**config.mk**
```make
export PLATFORM = sky130hd
export DESIGN_NAME = ex_alu_btb
export DESIGN_NICKNAME = d
export VERILOG_FILES = /design/src/rtl/ex_pkg.sv /design/src/rtl/btb_1bit.sv /design/src/rtl/ex_alu_btb.sv
export SDC_FILE = /design/constraint.sdc
export NUM_CORES = 2
export LEC_CHECK = 0
export ABC_AREA = 1
export BUFFER_PORTS_ARGS = -buffer_cell sky130_fd_sc_hd__buf_2
export CORE_ASPECT_RATIO = 1.2
export CORE_MARGIN = 5
export CORE_UTILIZATION = 30
export CTS_CLUSTER_DIAMETER = 60
export CTS_CLUSTER_SIZE = 20
export DETAILED_ROUTE_END_ITERATION = 8
export GPL_ROUTABILITY_DRIVEN = 0
export SLEW_MARGIN = 20
export SYNTH_ARGS = -nofsm -noshare
export SYNTH_HDL_FRONTEND = slang
export SYNTH_SLANG_ARGS = --single-unit
```
**constraint.sdc**
```tcl
create_clock -name clk -period 2.7 [get_ports clk]
set_clock_uncertainty 0.15 [all_clocks]
set_input_delay 0.405 -clock clk [delete_from_list [all_inputs] [get_ports clk]]
set_output_delay 0.405 -clock clk [all_outputs]
set_load 0.05 [all_outputs]
```
**src/rtl/ex_pkg.sv**
```systemverilog
// Shared encodings for the execute-stage slice: ALU control codes, aluop classes
// and the R-type funct values the decoder recognises.
package ex_pkg;

  localparam logic [3:0] ALU_AND = 4'b0000;
  localparam logic [3:0] ALU_OR  = 4'b0001;
  localparam logic [3:0] ALU_ADD = 4'b0010;
  localparam logic [3:0] ALU_SUB = 4'b0110;
  localparam logic [3:0] ALU_SLT = 4'b0111;
  localparam logic [3:0] ALU_NOR = 4'b1100;

  localparam logic [1:0] ALUOP_ADD   = 2'b00;
  localparam logic [1:0] ALUOP_SUB   = 2'b01;
  localparam logic [1:0] ALUOP_RTYPE = 2'b10;
  localparam logic [1:0] ALUOP_ZERO  = 2'b11;

  localparam logic [5:0] FUNCT_ADD = 6'b100000;
  localparam logic [5:0] FUNCT_SUB = 6'b100010;
  localparam logic [5:0] FUNCT_AND = 6'b100100;
  localparam logic [5:0] FUNCT_OR  = 6'b100101;
  localparam logic [5:0] FUNCT_NOR = 6'b100111;
  localparam logic [5:0] FUNCT_SLT = 6'b101010;

endpackage

```
**src/rtl/btb_1bit.sv**
```systemverilog
// Direct-mapped branch target table with a 1-bit prediction per entry.
// Lookup is combinational; writes commit on the rising clock edge with no bypass.
module btb_1bit #(
  parameter int unsigned ENTRIES = 16
) (
  input  logic        clk,
  input  logic        rst_n,
  input  logic [31:0] pc4_i,
  output logic        hit_o,
  output logic        pred_o,
  output logic [31:0] bdest_o,
  input  logic        wrt_i,
  input  logic        wrp_i,
  input  logic [31:0] pc4_wr_i,
  input  logic [31:0] bdest_in_i,
  input  logic        pin_i
);

  localparam int unsigned IDX  = $clog2(ENTRIES);
  localparam int unsigned TagW = 30 - IDX;

  logic            valid_q [ENTRIES];
  logic [TagW-1:0] tag_q   [ENTRIES];
  logic [31:0]     tgt_q   [ENTRIES];
  logic            pred_q  [ENTRIES];

  logic [IDX-1:0]  ridx, widx;
  logic [TagW-1:0] rtag, wtag;
  logic            wr_match;

  // Word-aligned PCs: the low two bits never take part in index or tag.
  logic unused_pc_lsbs;
  assign unused_pc_lsbs = ^{pc4_i[1:0], pc4_wr_i[1:0]};

  assign ridx = pc4_i[IDX+1:2];
  assign rtag = pc4_i[31:IDX+2];
  assign widx = pc4_wr_i[IDX+1:2];
  assign wtag = pc4_wr_i[31:IDX+2];

  assign wr_match = valid_q[widx] && (tag_q[widx] == wtag);

  always_comb begin
    hit_o   = valid_q[ridx] && (tag_q[ridx] == rtag);
    pred_o  = hit_o & pred_q[ridx];
    bdest_o = hit_o ? tgt_q[ridx] : 32'd0;
  end

  always_ff @(posedge clk or negedge rst_n) begin
    if (!rst_n) begin
      for (int unsigned i = 0; i < ENTRIES; i++) begin
        valid_q[i] <= 1'b0;
        tag_q[i]   <= '0;
        tgt_q[i]   <= '0;
        pred_q[i]  <= 1'b0;
      end
    end else if (wrt_i) begin
      valid_q[widx] <= 1'b1;
      tag_q[widx]   <= wtag;
      tgt_q[widx]   <= bdest_in_i;
      pred_q[widx]  <= pin_i;
    end else if (wrp_i && wr_match) begin
      pred_q[widx] <= pin_i;
    end
  end

endmodule

```
**src/rtl/ex_alu_btb.sv**
```systemverilog
// Execute-stage slice: ALU-control decoder and 32-bit ALU (combinational) plus the
// branch target table looked up with the fetch-stage PC+4.
module ex_alu_btb
  import ex_pkg::*;
#(
  parameter int unsigned ENTRIES = 16
) (
  input  logic        clk,
  input  logic        rst_n,
  input  logic [5:0]  funct_i,
  input  logic [1:0]  aluop_i,
  input  logic [31:0] a_i,
  input  logic [31:0] b_i,
  output logic [3:0]  aluctl_o,
  output logic [31:0] alu_out_o,
  output logic        zero_o,
  input  logic [31:0] pc4_i,
  output logic        hit_o,
  output logic        pred_o,
  output logic [31:0] bdest_o,
  input  logic        wrt_i,
  input  logic        wrp_i,
  input  logic [31:0] pc4_wr_i,
  input  logic [31:0] bdest_in_i,
  input  logic        pin_i
);

  always_comb begin
    aluctl_o = ALU_AND;
    unique case (aluop_i)
      ALUOP_ADD: aluctl_o = ALU_ADD;
      ALUOP_SUB: aluctl_o = ALU_SUB;
      ALUOP_RTYPE: begin
        case (funct_i)
          FUNCT_ADD: aluctl_o = ALU_ADD;
          FUNCT_SUB: aluctl_o = ALU_SUB;
          FUNCT_AND: aluctl_o = ALU_AND;
          FUNCT_OR:  aluctl_o = ALU_OR;
          FUNCT_NOR: aluctl_o = ALU_NOR;
          FUNCT_SLT: aluctl_o = ALU_SLT;
          default:   aluctl_o = ALU_AND;
        endcase
      end
      ALUOP_ZERO: aluctl_o = ALU_AND;
      default:    aluctl_o = ALU_AND;
    endcase
  end

  // Add and sub wrap modulo 2^32; no overflow is reported.
  always_comb begin
    alu_out_o = 32'd0;
    case (aluctl_o)
      ALU_AND: alu_out_o = a_i & b_i;
      ALU_OR:  alu_out_o = a_i | b_i;
      ALU_ADD: alu_out_o = a_i + b_i;
      ALU_SUB: alu_out_o = a_i - b_i;
      ALU_SLT: alu_out_o = {31'd0, $signed(a_i) < $signed(b_i)};
      ALU_NOR: alu_out_o = ~(a_i | b_i);
      default: alu_out_o = 32'd0;
    endcase
  end

  assign zero_o = (alu_out_o == 32'd0);

  btb_1bit #(
    .ENTRIES(ENTRIES)
  ) u_btb (
    .clk        (clk),
    .rst_n      (rst_n),
    .pc4_i      (pc4_i),
    .hit_o      (hit_o),
    .pred_o     (pred_o),
    .bdest_o    (bdest_o),
    .wrt_i      (wrt_i),
    .wrp_i      (wrp_i),
    .pc4_wr_i   (pc4_wr_i),
    .bdest_in_i (bdest_in_i),
    .pin_i      (pin_i)
  );

endmodule

```
Word level (Yosys, flattened, before mapping) --
Index checks and enable logic that the tools add are counted.
Cells by class: add/sub/neg operators 2, magnitude comparators 4, eq/ne operators 15, muxes and demuxes 33, bitwise operators 7, reduce and logical (&&, ||, !) cells 8
Operator list (count):
- 512-bit bitwise mux | 1
- 416-bit bitwise mux | 1
- 26-bit binary-select mux with 4-bit select | 2
- 32-bit case mux with 6 select lines | 1
- 26-bit two-way mux | 5
- 32-bit binary-select mux with 4-bit select | 1
- 32-bit demux with 4-bit select | 1
- 32-bit two-way mux | 4
- 26-bit demux with 4-bit select | 1
- 26-bit == test | 2
- 32-bit adder | 1
- 32-bit bitwise AND | 1
- 32-bit logical NOT | 1
- 32-bit less-than comparator | 1
- 16-bit two-way mux | 2
- 32-bit NOT | 1
- 32-bit OR | 1
- 32-bit subtractor | 1
- 6-bit == test, second input constant | 5
- 4-bit case mux with 5 select lines | 1
- 16-bit bitwise mux | 1
- 16-bit OR | 1
- 4-bit case mux with 4 select lines | 1
- 1-bit binary-select mux with 4-bit select | 3
- 16 further kinds | 29
Storage, ports and cells: flip-flop bits (word level) 960, output and inout bits 71, word-level logic and storage cells 133

Logic depth before layout (Yosys ltp) --
depth after elaboration 9, gate-level depth with buffers 22

Modules after synthesis --
Synthesis repeated with hierarchy kept, for this count alone.
Unflattened totals: cell total of the unflattened synthesis 7795, area total of the unflattened synthesis 55351.8 um^2
Modules (own cells, without submodules):
- btb_1bit | instances 1, cells each 6322, area each 48154.9 um^2, sequential area each 24023.0 um^2
- ex_alu_btb | instances 1, cells each 1473, area each 7196.9 um^2, sequential area each 0.0 um^2

Worst setup path before layout --
OpenSTA, ideal clock, no wires.
path type input port to output port, start input funct_i[4], end output zero_o, data arrival time 3.534 ns, required time 2.145 ns, setup slack -1.389 ns, cell stages on the path 16, path buffers 1, cell sequence inv_1 > nand2_1 > nor2_1 > nand3_1 > nand2_1 > nor2_1 > nand2_2 > clkinv_1 > buf_2 > nand2_1 > o211ai_1 > inv_1 > nand3_1 > nor2_1 > nand4_1 > nor2_1
Between the ends: longest elaborated chain between the ends 6, elaborated cells on any way between the ends 15
RTL lines:
- start: declaration | line ex_alu_btb.sv:10 | input logic [5:0] funct_i,
- 6-bit == test | line ex_alu_btb.sv:34 | case (funct_i)
- 4-bit case mux with 5 select lines * | line ex_alu_btb.sv:34
- 4-bit case mux with 4 select lines * | line ex_alu_btb.sv:30 | unique case (aluop_i)
- named net aluctl_o[0] | line ex_alu_btb.sv:14 | output logic [3:0] aluctl_o,
- 4-bit == test (tied with other cells) | line ex_alu_btb.sv:52 | case (aluctl_o)
- 32-bit case mux with 6 select lines * | line ex_alu_btb.sv:52
- named net alu_out_o[27] | line ex_alu_btb.sv:15 | output logic [31:0] alu_out_o,
- 32-bit logical NOT * | line ex_alu_btb.sv:63 | assign zero_o = (alu_out_o == 32'd0);
- end: declaration | line ex_alu_btb.sv:16 | output logic zero_o,
Mark *: on every way through the listed nets, which the timed path passes. The rest lies on a longest branch.

Worst setup path after layout --
start register u_btb.tag_q[52] in the netlist's numbering, end output bdest_o[25]
Between the ends: longest elaborated chain between the ends 6
RTL lines:
- start: declaration | line btb_1bit.sv:23 | logic [TagW-1:0] tag_q [ENTRIES];
- start signal: indexed assignment | line btb_1bit.sv:58 | tag_q[widx] <= wtag;
- 26-bit binary-select mux with 4-bit select | line btb_1bit.sv:43 | hit_o = valid_q[ridx] && (tag_q[ridx] == rtag);
- 26-bit two-way mux (not written as such) (2 in a row) | line btb_1bit.sv:43
- 26-bit == test | line btb_1bit.sv:43
- 1-bit logical AND | line btb_1bit.sv:43
- 32-bit two-way mux | line btb_1bit.sv:45 | bdest_o = hit_o ? tgt_q[ridx] : 32'd0;
- end: declaration | line ex_alu_btb.sv:20 | output logic [31:0] bdest_o,
No other way between the ends. The select of a mux whose other input is x is not followed.

==> insert_results.sql <==
INSERT INTO impl_metrics (metric_group, metric, value, unit) VALUES
('layout', 'layout_common_cells', 'nand2_1 (2102), o21ai_0 (1262), dfrtp_1 (960), buf_4 (900), inv_1 (444)', ''),
('clock_network', 'clkSinkCount', '960', ''),
('outcome', 'outcome', 'complete, but fails checks', ''),
('yosys', 'avgSynthCellArea', '7.28', 'µm²'),
('route', 'detail_route.vias_per_cell', '5.29', ''),
('clock_network', 'clk_pin_slew', '70', 'ps'),
('layout', 'register_area', '24000', 'µm²'),
('layout', 'nNetsFinal', '8484', ''),
('clock_network', 'cts_tree', 'yes', ''),
('global_route', 'grt_first_pass_wirelength', '321000', 'µm'),
('yosys', 'synth_area', '53200', 'µm²'),
('yosys', 'synth_largest_type_area_fraction', '0.451', ''),
('global_route', 'grt_start_max_net_pins', '102', ''),
('global_route', 'grt_overflow', '0', ''),
('sta', 'finalMaxSlewViolations', '0', ''),
('pwr', 'static_power_due_to_leakage', '0.0347', 'µW'),
('flow_run', 'max_cap_viol_count', '0', ''),
('sta', 'setup_violations', '68', ''),
('layout', 'layout-drive-gt1-share', '0.267', ''),
('sta', 'post-route-period-util', '1.34', ''),
('global_route', 'number_of_global_route_vias_before_repair', '53900', ''),
('floorplan', 'initial_utilization', '0.301', ''),
('worst_setup_path', 'worst_setup_path_end_kind', 'output pin', ''),
('clock_network', 'clock_latency', '740', 'ps'),
('floorplan', 'fp.coreArea', '177000', 'µm²'),
('global_route', 'globalRouteTotalUtil', '0.217', ''),
('sta', 'worstMarginPinSlew', '1080', 'ps'),
('layout', 'final.fill_count', '17500', ''),
('worst_setup_path', 'worstSetupPathType', 'reg -> out', ''),
('route', 'totalWireLength', '213000', 'µm'),
('yosys', 'synth_cells', '7308', ''),
('route', 'drt.antenna.violating_nets', '0', ''),
('outcome', 'violations', 'negative setup slack', ''),
('worst_setup_path', 'worst_ep_arrival_time', '3050', 'ps'),
('yosys', 'synthesis.yosys.warnings', '0', ''),
('floorplan', 'design.portCount', '244', ''),
('layout', 'area_added_between_synthesis_and_finish', '37.1', '%'),
('floorplan', 'dieArea', '186000', 'µm²'),
('yosys', 'post_synth_num_cell_types', '45', ''),
('worst_setup_path', 'worst_r2r_startpoint', 'u_btb.tag_q[412]', ''),
('pwr', 'vdd_drop_max', '521', 'µV'),
('sta', 'achievable-frequency', '0.277', 'GHz'),
('sta', 'timing.hold.ws', '50.8', 'ps'),
('route', 'detail_route.wl_per_cell', '20.1', 'µm'),
('worst_setup_path', 'worstSetupStartpointType', 'flop', ''),
('floorplan', 'die_y', '471', 'µm'),
('worst_setup_path', 'crit_fanout', '7', ''),
('placement', 'place_hpwl', '136000', 'µm'),
('yosys', 'synth_seq_cells', '960', ''),
('yosys', 'synth_nets', '7583', ''),
('clock_network', 'cts_max_path_buffers', '3', ''),
('route', 'dr_total_vias', '56100', ''),
('clock_network', 'cts_root_buf', 'clkbuf_16', ''),
('worst_setup_path', 'crit_end', 'bdest_o[25]', ''),
('yosys', 'netlist_top_cells_area', 'dfrtp_1 (45%), nand2_1 (16%), o21ai_0 (13%)', ''),
('sta', 'shortest_clock_period_the_worst_path_allows_after_layout', '3610', 'ps'),
('layout', 'multi_input_comb_area', '28200', 'µm²'),
('sta', 'rsz0062_at_grt', 'true', ''),
('sta', 'setup_slack', '-910', 'ps'),
('route', 'remaining_drc_errors', '0', ''),
('yosys', 'ys_dominant_reg_cell', 'dfrtp_1', ''),
('floorplan', 'chipWidth', '394', 'µm'),
('sta', 'finalHoldViolations', '0', ''),
('pwr', 'power.density', '621', 'nW/µm²'),
('global_route', 'grt_antenna_before_repair', '5', ''),
('yosys', 'share_of_flip_flops_with_an_asynchronous_set_or_reset_after_synthesis', '1.00', ''),
('floorplan', 'num_rows', '169', ''),
('pwr', 'total_power', '45300', 'µW'),
('hold_path', 'timing.hold.worst.class', 'in -> reg', ''),
('worst_setup_path', 'r2r_slack', '-20', 'ps'),
('yosys', 'synthDominantAreaCellType', 'dfrtp_1', '');
-- layout make-up --
type	count	area share
Clock buffer	101	0.0329
Clock inverter	72	0.0123
Multi-Input combinational cell	5249	0.387
Inverter	553	0.0298
Sequential cell	960	0.329
Timing Repair Buffer	1352	0.169
Antenna cell	4	0.000137
Tap cell	2308	0.0396
-- cell usage after synthesis, types with 2 or more instances --
cell	number
o22ai_1	18
a21boi_0	5
clkbuf_1	434
a31o_2	2
nor2_1	347
a22o_1	2
buf_4	5
nand3_1	258
o21bai_1	12
a21oi_1	381
a221oi_1	66
a22oi_1	2
buf_2	68
o211ai_1	90
o21ai_1	97
a31oi_1	8
fa_1	2
o221ai_1	11
xor2_1	13
nand2_2	3
xnor2_1	4
a221o_1	4
inv_1	548
o21ai_0	1355
nand4_1	32
ha_1	100
o21a_1	3
inv_2	4
buf_1	35
buf_6	4
nand3b_1	7
nor3_1	50
o32ai_1	23
o31ai_1	6
nand2_1	2286
a32o_1	55
dfrtp_1	960
-- cells by family (layout without fill, tap and decap cells) --
| group | after synthesis | count (layout) | synth area share |
|---|---|---|---|
| compound gates | 2144 | 2144 | 0.221 |
| xor+xnor | 17 | 17 | 0.00280 |
| fa+ha+maj | 102 | 102 | 0.0243 |
| buf+inv | 1099 | 2078 | 0.0800 |
| flops | 960 | 960 | 0.451 |
| other cells | 0 | 4 | 0 |
| simple gates | 2986 | 2986 | 0.220 |
-- routing by layer --
layer / vias to the layer above / GRT usage / wire length [µm]
li1: 26000 / - / -
met1: 27100 / 0.297 / 90200
met2: 2472 / 0.350 / 96900
met3: 473 / 0.0407 / 18400
met4: 0 / 0.0671 / 7720
met5: - / 0 / 0
-- worst min-delay path by stage --
stage | startpoint | endpoint | cells after the start
6_report | pc4_wr_i[10] | u_btb.tag_q[212] | 4
5_1_grt | pc4_wr_i[10] | u_btb.tag_q[212] | 4
4_1_cts | bdest_in_i[6] | u_btb.tgt_q[262] | 3
3_5_place_dp | rst_n | u_btb.tgt_q[381] | 1
3_3_place_gp | rst_n | u_btb.tgt_q[381] | 1
2_1_floorplan | rst_n | u_btb.pred_q[0] | 0
-- critical path, cell delays in order (launching register included) --
cell     delay (ps)
dfrtp_1         360
inv_2            50
a21oi_2         110
o21ai_1          70
nand3_1         100
o21ai_2          80
o21ai_4         250
xnor2_1         160
nand2_1         100
nor2_2          160
nand4_4         150
buf_12          210
buf_12          150
nor3_4          190
buf_12          160
-- sequential cells by signal, summed over array words and instances, names as in the netlist --
| register | flops |
|---|---|
| u_btb.pred_q | 16 |
| u_btb.tag_q | 416 |
| u_btb.tgt_q | 512 |
| u_btb.valid_q | 16 |
-- stage by stage --
stage	TNS (ps)	area [µm²]	instances
4_1_cts	-49360	71400	10600
3_3_place_gp	-68700	64800	10300
3_5_place_dp	-69810	64800	10300
6_report	-36750	73000	10600
2_1_floorplan	-12760	54100	7308
5_1_grt	-45920	73000	10600
-- power breakdown --
part	switching [µW]	internal, µW	total, µW
combinational	6930	5400	12300
sequential	1600	17300	18900
clock	6750	7380	14100
-- timing repair --
| item | 4_1_cts | 5_1_grt |
|---|---|---|
| buffers inserted | 100 | 63 |
| endpoints found under the hold margin | 525 | 0 |
| gates cloned | 7 | 3 |
| setup endpoints to repair | 83 | 83 |
| hold buffers | 15 | 0 |
| resized for setup | 677 | 461 |
| pin swaps | 199 | 291 |
Note: power is estimated with default switching activity, not from simulation.
